File: config.mk
export PLATFORM = sky130hd
export DESIGN_NAME = sequenciador_de_programa
export DESIGN_NICKNAME = d
export VERILOG_FILES = /design/src/rtl/sequenciador_de_programa.sv
export SDC_FILE = /design/constraint.sdc
export NUM_CORES = 1
export LEC_CHECK = 0
export BUFFER_PORTS_ARGS = -buffer_cell sky130_fd_sc_hd__buf_2
export CAP_MARGIN = 10
export CORE_MARGIN = 5
export CORE_UTILIZATION = 61
export CTS_CLUSTER_DIAMETER = 120
export CTS_CLUSTER_SIZE = 8
export DETAILED_ROUTE_END_ITERATION = 6
export PLACE_DENSITY = 0.8
export SLEW_MARGIN = 30
export SYNTH_ARGS = -nofsm -noshare
export SYNTH_HDL_FRONTEND = slang
export SYNTH_SLANG_ARGS = --single-unit
File: constraint.sdc
create_clock -name clock -period 4.5 [get_ports clock]
set_input_delay 0.9 -clock clock [delete_from_list [all_inputs] [get_ports clock]]
set_output_delay 0.9 -clock clock [all_outputs]
set_load 0.03 [all_outputs]
File: src/rtl/sequenciador_de_programa.sv
// Program sequencer: produces the fetch address each cycle and keeps a hardware
// return-address stack for CALL/RET, with sticky overflow/underflow flags.
module sequenciador_de_programa #(
  parameter int ADDR_WIDTH   = 16,
  parameter int OFFSET_WIDTH = 11,
  parameter int STACK_DEPTH  = 16,
  parameter int RESET_ADDR   = 0,
  localparam int DEPTH_W     = $clog2(STACK_DEPTH + 1)
) (
  input  logic                    clock,
  input  logic                    reset,
  input  logic [2:0]              op,
  input  logic                    cond,
  input  logic                    halt,
  input  logic [OFFSET_WIDTH-1:0] offset,
  input  logic [ADDR_WIDTH-1:0]   target,
  input  logic [ADDR_WIDTH-1:0]   Tbus,
  input  logic                    clear_fault,
  output logic [ADDR_WIDTH-1:0]   pc,
  output logic [DEPTH_W-1:0]      rs_depth,
  output logic                    rs_full,
  output logic                    rs_empty,
  output logic                    overflow,
  output logic                    underflow
);

  localparam int PTR_W = $clog2(STACK_DEPTH);

  typedef enum logic [2:0] {
    OP_NEXT  = 3'b000,
    OP_HOLD  = 3'b001,
    OP_BR    = 3'b010,
    OP_BRZ   = 3'b011,
    OP_JMP   = 3'b100,
    OP_CALL  = 3'b101,
    OP_RET   = 3'b110,
    OP_RET_T = 3'b111
  } op_e;

  logic [ADDR_WIDTH-1:0] stack_mem [STACK_DEPTH];
  logic [DEPTH_W-1:0]    depth;
  logic [DEPTH_W-1:0]    depth_dec;
  logic [PTR_W-1:0]      push_idx;
  logic [PTR_W-1:0]      top_idx;
  logic [ADDR_WIDTH-1:0] pc_inc;
  logic [ADDR_WIDTH-1:0] pc_rel;
  logic [ADDR_WIDTH-1:0] off_ext;
  logic                  do_push;

  assign off_ext   = ADDR_WIDTH'($signed(offset));
  assign pc_inc    = pc + ADDR_WIDTH'(1);
  assign pc_rel    = pc + off_ext;
  assign depth_dec = depth - DEPTH_W'(1);
  // Index slices are only used when depth is in range (push when not full, pop when not empty).
  assign push_idx  = depth[PTR_W-1:0];
  assign top_idx   = depth_dec[PTR_W-1:0];

  assign rs_depth = depth;
  assign rs_full  = (depth == DEPTH_W'(STACK_DEPTH));
  assign rs_empty = (depth == '0);

  assign do_push = !halt && (op_e'(op) == OP_CALL) && !rs_full;

  // Stack contents are don't-care after reset, so the array carries no reset.
  always_ff @(posedge clock) begin
    if (do_push) stack_mem[push_idx] <= pc_inc;
  end

  always_ff @(posedge clock or negedge reset) begin
    if (!reset) begin
      pc        <= ADDR_WIDTH'(RESET_ADDR);
      depth     <= '0;
      overflow  <= 1'b0;
      underflow <= 1'b0;
    end else begin
      if (clear_fault) begin
        overflow  <= 1'b0;
        underflow <= 1'b0;
      end
      // Fault assignments below come after the clear so a same-cycle fault wins.
      if (!halt) begin
        case (op_e'(op))
          OP_NEXT:  pc <= pc_inc;
          OP_HOLD:  pc <= pc;
          OP_BR:    pc <= pc_rel;
          OP_BRZ:   pc <= cond ? pc_rel : pc_inc;
          OP_JMP:   pc <= target;
          OP_CALL: begin
            if (rs_full) begin
              overflow <= 1'b1;
            end else begin
              pc    <= target;
              depth <= depth + DEPTH_W'(1);
            end
          end
          OP_RET: begin
            if (rs_empty) begin
              underflow <= 1'b1;
            end else begin
              pc    <= stack_mem[top_idx];
              depth <= depth_dec;
            end
          end
          OP_RET_T: pc <= Tbus;
          default:  pc <= pc;
        endcase
      end
    end
  end

endmodule

Word-level counts from Yosys, hierarchy flattened
Memories as Yosys holds them, arrays and structs flattened.
Cells that the tools add are included.
{"block": "totals", "elab_cells": 47, "mem_bits_rw": 256, "input_bits": 51, "mem_count": 1, "output_inout_bits": 25, "ff_bits": 23}
{"block": "op_classes", "bitwise": 2, "reduce_logical": 9, "addsub": 4, "eq_ne": 10, "mux": 17}
{"memory": "stack_mem", "words": 16, "word_bits": 16, "read_ports": 1, "rd_ports_with_merged_regs": 0, "wr": 1, "line_no": "40", "rtl": "logic [ADDR_WIDTH-1:0] stack_mem [STACK_DEPTH];"}
{"op": "$pmux 16 s7", "n": 1}
{"op": "$mux 16", "n": 3}
{"op": "$add 16x1->16 const B", "n": 1}
{"op": "$add 16x16->16", "n": 1}
{"op": "$eq 3x3->1 const B", "n": 4}
{"op": "$mux 1", "n": 10}
{"op": "$mux 5", "n": 2}
{"op": "$pmux 5 s2", "n": 1}
{"op": "$reduce_and 4->1", "n": 2}
{"op": "$eq 3x2->1 const B", "n": 2}
{"op": "$add 5x1->5 const B", "n": 1}
{"op": "$eq 5x5->1 const B", "n": 1}
{"op": "$logic_not 5->1", "n": 1}
{"op": "$sub 5x1->5 const B", "n": 1}
{"op": "$ne 2x2->1 const B", "n": 2}
{"op": "$eq 3x1->1 const B", "n": 1}
{"op": "$logic_not 3->1", "n": 1}
{"op": "$logic_and 1x1->1", "n": 2}
{"op": "$logic_not 1->1", "n": 2}
{"op": "$not 1->1", "n": 2}
{"op": "$reduce_bool 2->1", "n": 1}

Depth between registers and ports, before layout
Gate-level depths: netlist of the first run.
{"block": "depth", "word_depth": 5, "depth_mapped": 13, "ltp_nobuf": 10}

Worst setup path before layout of the first run
Ideal clock, no wire load.
{"block": "synth_path", "path_type": "register to register", "startpoint": "register depth[0] (netlist: rs_depth[0])", "endpoint": "register pc[6]", "required_ps": 4366, "slack_ps": 966, "period_less_slack_ps": 3534, "setup_time_ps": 134, "arrival_time_ps": 3400, "n_path_buf": 5, "path_stages_with_launch": 12, "path_cell_list": "dfrtp_1 > buf_6 > buf_2 > buf_2 > inv_1 > ha_1 > buf_4 > dlygate4sd1_1 > mux4_2 > mux4_2 > a222oi_1 > a21oi_1"}
{"block": "synth_between", "elab_chain_len": 4, "elab_cells_between_ends": 9, "classes_between": "add/sub: 1; eq/ne: 3; mux: 2; reduce/logical: 2; memory: 1"}
{"element": "start: declaration", "line_no": "41", "rtl": "logic [DEPTH_W-1:0] depth;"}
{"element": "start signal: assignment", "line_no": "93", "rtl": "depth <= depth + DEPTH_W'(1);"}
{"element": "start signal: assignment", "line_no": "101", "rtl": "depth <= depth_dec;"}
{"element": "$sub 5x1->5", "line_no": "53", "rtl": "assign depth_dec = depth - DEPTH_W'(1);"}
{"element": "$mem_v2 16x16"}
{"element": "$mux 16", "line_no": "97", "rtl": "if (rs_empty) begin"}
{"element": "$pmux 16 s7", "line_no": "82", "rtl": "case (op_e'(op))"}
{"element": "end signal: assignment", "line_no": "83", "rtl": "OP_NEXT: pc <= pc_inc;"}
{"element": "end signal: assignment", "line_no": "84", "rtl": "OP_HOLD: pc <= pc;"}
{"element": "end signal: assignment", "line_no": "85", "rtl": "OP_BR: pc <= pc_rel;"}
{"element": "end: declaration", "line_no": "19", "rtl": "output logic [ADDR_WIDTH-1:0] pc,"}
Parallel ways exist; a longest one is shown, timed or not. The select of a mux whose other input is x is not followed.
A chain may end at the register's enable or synchronous reset.

Worst setup path after layout of the first run
{"block": "layout_path", "startpoint": "register depth[0] (netlist: rs_depth[0])", "endpoint": "register pc[2]"}
Same word-level chain as after synthesis.

==> impl_metrics.ini, run 1 <==
[setup_path]
arrival_ns = 3.77
slowest_stage = ha_2
crit_required_ns = 4.85
crit_start = rs_depth[0]
max_stage_delay_ns = 0.98
crit_top_cell = mux4_2
crit_path_end_kind = flip-flop
cp_cell_sequence = inv_1 > ha_2 > mux4_2 > mux4_2 > a221oi_1 > a31o_1 > a21oi_1
r2r-start = rs_depth[0]
crit_path_end = pc[2]
r2r_cells = 7
critPathMaxFanout = 36
r2r-end = pc[2]
rrSetupSlack_ns = 1.08
criticalPathCategory = flip-flop to flip-flop
start_kind = flip-flop

[placed_design]
dp.cells = 1091
dpl_cell_area_um2 = 13220
io_buffers = 75
hpwl_um = 18660
place.gp.congestion = 0.9806

[synth]
ys_types = 51
syn_nets = 820
synth-edff-count = 256
netlist_area_um2 = 12390
synth_flop_cell = edfxtp_1
ys_ff_latch = 279
async_reset_ff_share_pct = 8.244
syn_inst = 747
ys_seq_area_share_pct = 66.67
yosys_warnings = 0
synth.avg_cell_area_um2 = 16.59

[clock_network]
cts_htree_levels = 2
cts_buffers = 40
post-cts-setup-buffers = 0
cts.sinks = 279
cts_resized = 0
hold_buffers = 0
clk_latency_ns = 0.51
root_buffer = clkbuf_16
clockBufferDepth = 3
clk_pin_slew_worst_paths_ns = 0.05
cts_tree = yes

[layout]
fin_area_um2 = 14350
layout.nets = 936
drive_gt1_share_pct = 26.39
syn_to_final_growth_pct = 15.75
instances_no_fill = 1149
n_antenna_cell = 0

[global_routing]
grt_busiest_layer = met2
grtUsageMet3_pct = 6.248
grt_pass1_vias = 7754
antenna_found_initial = 0
grt_max_degree = 52
grt_use_total_pct = 27.11
grt_overflow = 0
grt_pass1_wl_um = 48190
grtUsageMet1_pct = 38.93
grt_util_met2_pct = 43.46

[run]
max-cap-violations = 0

[detailed_routing]
vias_per_cell = 6.701
ant_nets = 0
drt_drc_violations_left = 0
drt_pre_antenna_iters = 5
drt-initial-drc-count = 924
wl_um = 31350
wl_per_cell_um = 27.29
vias = 7699

[sta]
skew_ns = 0.01143
rsz0062_at_grt = no
worstMarginPinSlew_ns = 0.9458
period_needed_ns = 3.417
final_hold_viol_count = 0
slew_headroom_pct = 36.89
tns_ns = 0
drv_slew = 0
min_period_over_period_pct = 75.93
max_freq_mhz = 292.7
final-setup-viol-count = 0

[pwr]
pwr_density_cell_nw_per_um2 = 686.1
ir_worst_vdd_mv = 0.3195
p_leak_nw = 5.026

[floorplanning]
die_h_um = 152.5
ios = 76
die-area_um2 = 23270
rows = 52
start_util_pct = 61.64
die_w_um = 152.5
core_region_area_um2 = 20100

[status]
status = complete, no violations

[worst_hold_path]
min_path_type = input pin to asynchronous set/reset pin
[report_power, final]
part | internal (mW) | switching (mW) | total, mW
Sequential | 3.25 | 0.230 | 3.48
Combinational | 1.60 | 2.09 | 3.69
Clock | 1.65 | 1.02 | 2.67
Total | 6.50 | 3.34 | 9.84
[cell families (layout without fill, tap and decap cells)]
| family | after synthesis | count (layout) | share of synthesized area [%] |
|---|---|---|---|
| flip-flops | 279 | 279 | 66.67 |
| AO/OA/AOI/OAI | 113 | 113 | 5.906 |
| XOR/XNOR | 32 | 32 | 2.322 |
| buffers and inverters | 60 | 192 | 2.393 |
| adder cells (fa/ha/maj) | 22 | 22 | 2.282 |
| AND/OR/NAND/NOR | 158 | 158 | 5.603 |
| multiplexers | 83 | 83 | 14.82 |
[worst min-delay path by stage]
| stage | endpoint | start | depth (start not counted) | slack, ns |
|---|---|---|---|---|
| 4_1_cts | pc[1] | reset | 1 | 0.39 |
| 6_report | pc[1] | reset | 1 | 0.38 |
| 3_3_place_gp | underflow | underflow | 1 | 0.49 |
| 5_1_grt | rs_depth[4] | reset | 1 | 0.42 |
| 2_1_floorplan | overflow | reset | 0 | 0.60 |
| 3_5_place_dp | underflow | underflow | 1 | 0.50 |
[synthesized netlist by cell type (4+ instances only)]
| master | number | share of area [%] |
|---|---|---|
| nand2b_1 | 5 | 0.25 |
| buf_2 | 9 | 0.36 |
| xnor2_1 | 17 | 1.2 |
| nor3_1 | 6 | 0.24 |
| nand2_1 | 59 | 1.8 |
| mux4_1 | 8 | 1.7 |
| ha_1 | 21 | 2.1 |
| nor2_1 | 52 | 1.6 |
| xor2_1 | 14 | 0.99 |
| nand3_1 | 14 | 0.57 |
| nor2b_1 | 5 | 0.25 |
| dfrtp_1 | 23 | 4.6 |
| mux2i_1 | 5 | 0.40 |
| o21ai_0 | 29 | 1.2 |
| or3_1 | 4 | 0.20 |
| edfxtp_1 | 256 | 62 |
| and2_1 | 4 | 0.20 |
| clkbuf_1 | 16 | 0.48 |
| a22oi_1 | 4 | 0.24 |
| mux4_2 | 70 | 13 |
| inv_1 | 25 | 0.76 |
| a221oi_1 | 12 | 0.85 |
| a31oi_1 | 11 | 0.56 |
| a21oi_1 | 30 | 1.2 |
| buf_4 | 4 | 0.24 |
[layer usage]
metal / part of all wire [%] / vias up
met3: 12 / 51
met2: 48 / 636
li1: - / 3186
met1: 39 / 3826
met4: 1.7 / 0
met5: 0 / -
[critical path, delay by kind of cell, from the launching register on]
family,cells,cell delay (ns)
adders and majority gates,1,0.98
muxes,2,0.94
buffers and inverters,1,0.15
AOI/OAI and AO/OA,3,0.51
DFF,1,0.65
[placed cells by master, fill, tap and decap left out, types with 4 or more instances in the layout]
cell / Yosys / layout
a21oi_1: 30 / 29
edfxtp_1: 256 / 256
or3_1: 4 / 4
a31oi_1: 11 / 11
nand2b_1: 5 / 5
mux4_1: 8 / 8
inv_1: 25 / 25
xor2_1: 14 / 11
nor3_1: 6 / 5
a22oi_1: 4 / 4
mux2i_1: 5 / 5
nand2_1: 59 / 59
nor2b_1: 5 / 5
mux4_2: 70 / 70
nor2_1: 52 / 52
buf_4: 4 / 30
clkbuf_1: 16 / 15
clkbuf_16: 0 / 41
xnor2_1: 17 / 15
and2_1: 4 / 4
dfrtp_1: 23 / 22
ha_1: 21 / 20
nand3_1: 14 / 14
buf_2: 9 / 75
a221oi_1: 12 / 12
o21ai_0: 29 / 29
[metrics by stage]
| step | power, mW | hold WS (ns) | setup slack (ns) | util (%) |
|---|---|---|---|---|
| 4_1_cts | 9.836 | 0.3878 | 1.061 | 71.24 |
| 5_1_grt | 10.25 | 0.4228 | 0.9145 | 71.35 |
| 2_1_floorplan | 6.043 | 0.6044 | 0.9656 | - |
| 6_report | 9.842 | 0.3836 | 1.083 | 71.35 |
| 3_5_place_dp | 7.082 | 0.5009 | 1.056 | 65.77 |
| 3_3_place_gp | 6.905 | 0.4870 | 1.098 | 65.51 |
[state kept, by name, summed over array words and instances, names as in the netlist]
register	flops
pc	16
underflow	1
stack_mem	256
overflow	1
rs_depth	5
[final cells by class]
type	count	area, um^2
multi-input cells	408	3905
repair buffers	108	638.1
fillers	1179	5759
clock buffers	56	1082
inverters	26	97.59
clock inverters	2	17.52
flip-flops and latches	279	8267
well taps	270	337.8
No activity file was read; power rests on OpenSTA's default activity.
==> run 2: changes to the inputs <==
- CORE_UTILIZATION: 61 -> 55
- PLACE_DENSITY: 0.8 -> 0.76
- clock period: 4.5 -> 2.96 ns (I/O delays scaled with it)
==> run 2 against run 1 <==
  * Via count fell by 4.4%
  * Sequential power grew 49%
  * Non-clock buffer count rose by 10
  * Sequential share of layout area is 0.62 points lower
  * Worst hold slack got worse by 0.32 ns
  * Clock-buffer cell count shrank 2
  * Cell area up 1.1%
  * Wire length shrank 3.4%
  * Clock skew shrank 0.0019 ns
  * Combinational power up 53%
  * Fmax is 27% higher
  * Highest routed layer unchanged
==> impl_metrics.ini, run 2 (synthesis results as in run 1) <==
[global_routing]
grt_max_degree = 37
grt_use_total_pct = 23.68
grt_pass1_vias = 7590
antenna_found_initial = 0
grt_overflow = 0
grt_pass1_wl_um = 45860

[sta]
min_period_over_period_pct = 90.84
period_needed_ns = 2.689
final_hold_viol_count = 0
drv_slew = 0
tns_ns = 0
rsz0062_at_grt = no
max_freq_mhz = 371.9
slew_headroom_pct = 43.69
final-setup-viol-count = 0
worstMarginPinSlew_ns = 0.8439
skew_ns = 0.009539

[worst_hold_path]
min_path_type = input pin to asynchronous set/reset pin

[detailed_routing]
vias_per_cell = 6.273
wl_per_cell_um = 25.82
drt-initial-drc-count = 779
met3_length_um = 2823
met2_length_um = 14910
ant_nets = 0
vias = 7358
drt-met1-wl_um = 11920
wl_um = 30290
drt_pre_antenna_iters = 5
routed.top_layer = met4
drt_drc_violations_left = 0

[clock_network]
clk_latency_ns = 0.52
root_buffer = clkbuf_16
cts_tree = yes
clockBufferDepth = 3
cts_htree_levels = 2
cts_resized = 0
cts.sinks = 279
post-cts-setup-buffers = 0
hold_buffers = 0
clk_pin_slew_worst_paths_ns = 0.05
cts_buffers = 40

[layout]
top_register = stack_mem
instances_no_fill = 1173
n_antenna_cell = 0
drive_gt1_share_pct = 28.94
utilization_pct = 64.64
layout_commonest_cell = edfxtp_1
syn_to_final_growth_pct = 17.01
fillCellCount = 1498
fin_area_um2 = 14500
layout.nets = 946
layout_common_cells = 256 x edfxtp_1, 75 x buf_2, 70 x mux4_2
largest_reg_flops = 256

[setup_path]
crit_start = rs_depth[0]
crit_required_ns = 3.36
crit_path_end = pc[15]
start_kind = flip-flop
arrival_ns = 3.09
criticalPathCategory = flip-flop to flip-flop
r2r-start = rs_depth[0]
critPathMaxFanout = 24
r2r-end = pc[15]
crit_path_end_kind = flip-flop
rrSetupSlack_ns = 0.27
r2r_cells = 9

[placed_design]
io_buffers = 75
hpwl_um = 18070
place.gp.congestion = 0.9260
dpl_cell_area_um2 = 13390
dp.cells = 1116

[pwr]
p_leak_nw = 5.076
pwr_density_cell_nw_per_um2 = 1026
ir_worst_vdd_mv = 0.5164

[run]
max-cap-violations = 0

[floorplanning]
ios = 76
core_region_area_um2 = 22430
start_util_pct = 55.24
die-area_um2 = 25640
rows = 55
die_h_um = 160.1
die_w_um = 160.1

[status]
status = complete, no violations
run 2: cell count changes in the layout (fill, tap and decap cells not counted), moves of 2 or more:
cell    delta
xor2_2     +2
xor2_1     -2
nor2_2    +15
buf_6      -2
buf_4     +10
nor2_1    -15
buf_12     +3
run 2: through the flow:
stage	hold WS (ns)	power, mW	setup WS (ns)
3_3_place_gp	0.4885	10.69	0.3335
6_report	0.06776	14.88	0.2711
3_5_place_dp	0.4897	10.82	0.2411
4_1_cts	0.07574	14.91	0.2871
5_1_grt	0.09506	15.54	0.1691
2_1_floorplan	0.2964	9.242	0.007562
run 2: how the worst min path moves through the flow:
stage,from,endpoint,slack [ns]
2_1_floorplan,reset,overflow,0.30
3_3_place_gp,underflow,underflow,0.49
3_5_place_dp,underflow,underflow,0.49
4_1_cts,reset,pc[10],0.08
5_1_grt,reset,pc[10],0.1
6_report,reset,pc[10],0.07
run 2: cell type report:
cell class	instances	area, um^2	area share [%]
multi-input combinational	408	3946	27.21
tap	285	356.6	2.459
sequential	279	8267	57.01
clock buffer	54	1054	7.265
inverter	26	97.59	0.6730
timing repair buffer	118	735.7	5.073
clock inverter	3	45.04	0.3106
run 2: routing by layer:
layer,vias to the layer above,GRT usage (%)
li1,3201,-
met1,3657,32.34
met2,445,39.34
met3,55,4.697
met4,0,6.766
met5,-,0
run 2: power breakdown:
group          internal (mW)  switching, mW
clock network           2.46           1.57
registers               4.95          0.242
logic                   2.52           3.13
run 2: worst max-delay path, cell delays in order (launching register included):
cell,delay [ns]
dfrtp_4,0.44
inv_1,0.08
ha_2,0.47
buf_12,0.23
mux4_2,0.32
mux2i_1,0.17
nor3_1,0.07
a2111o_1,0.43
o21a_1,0.19
o22a_1,0.17
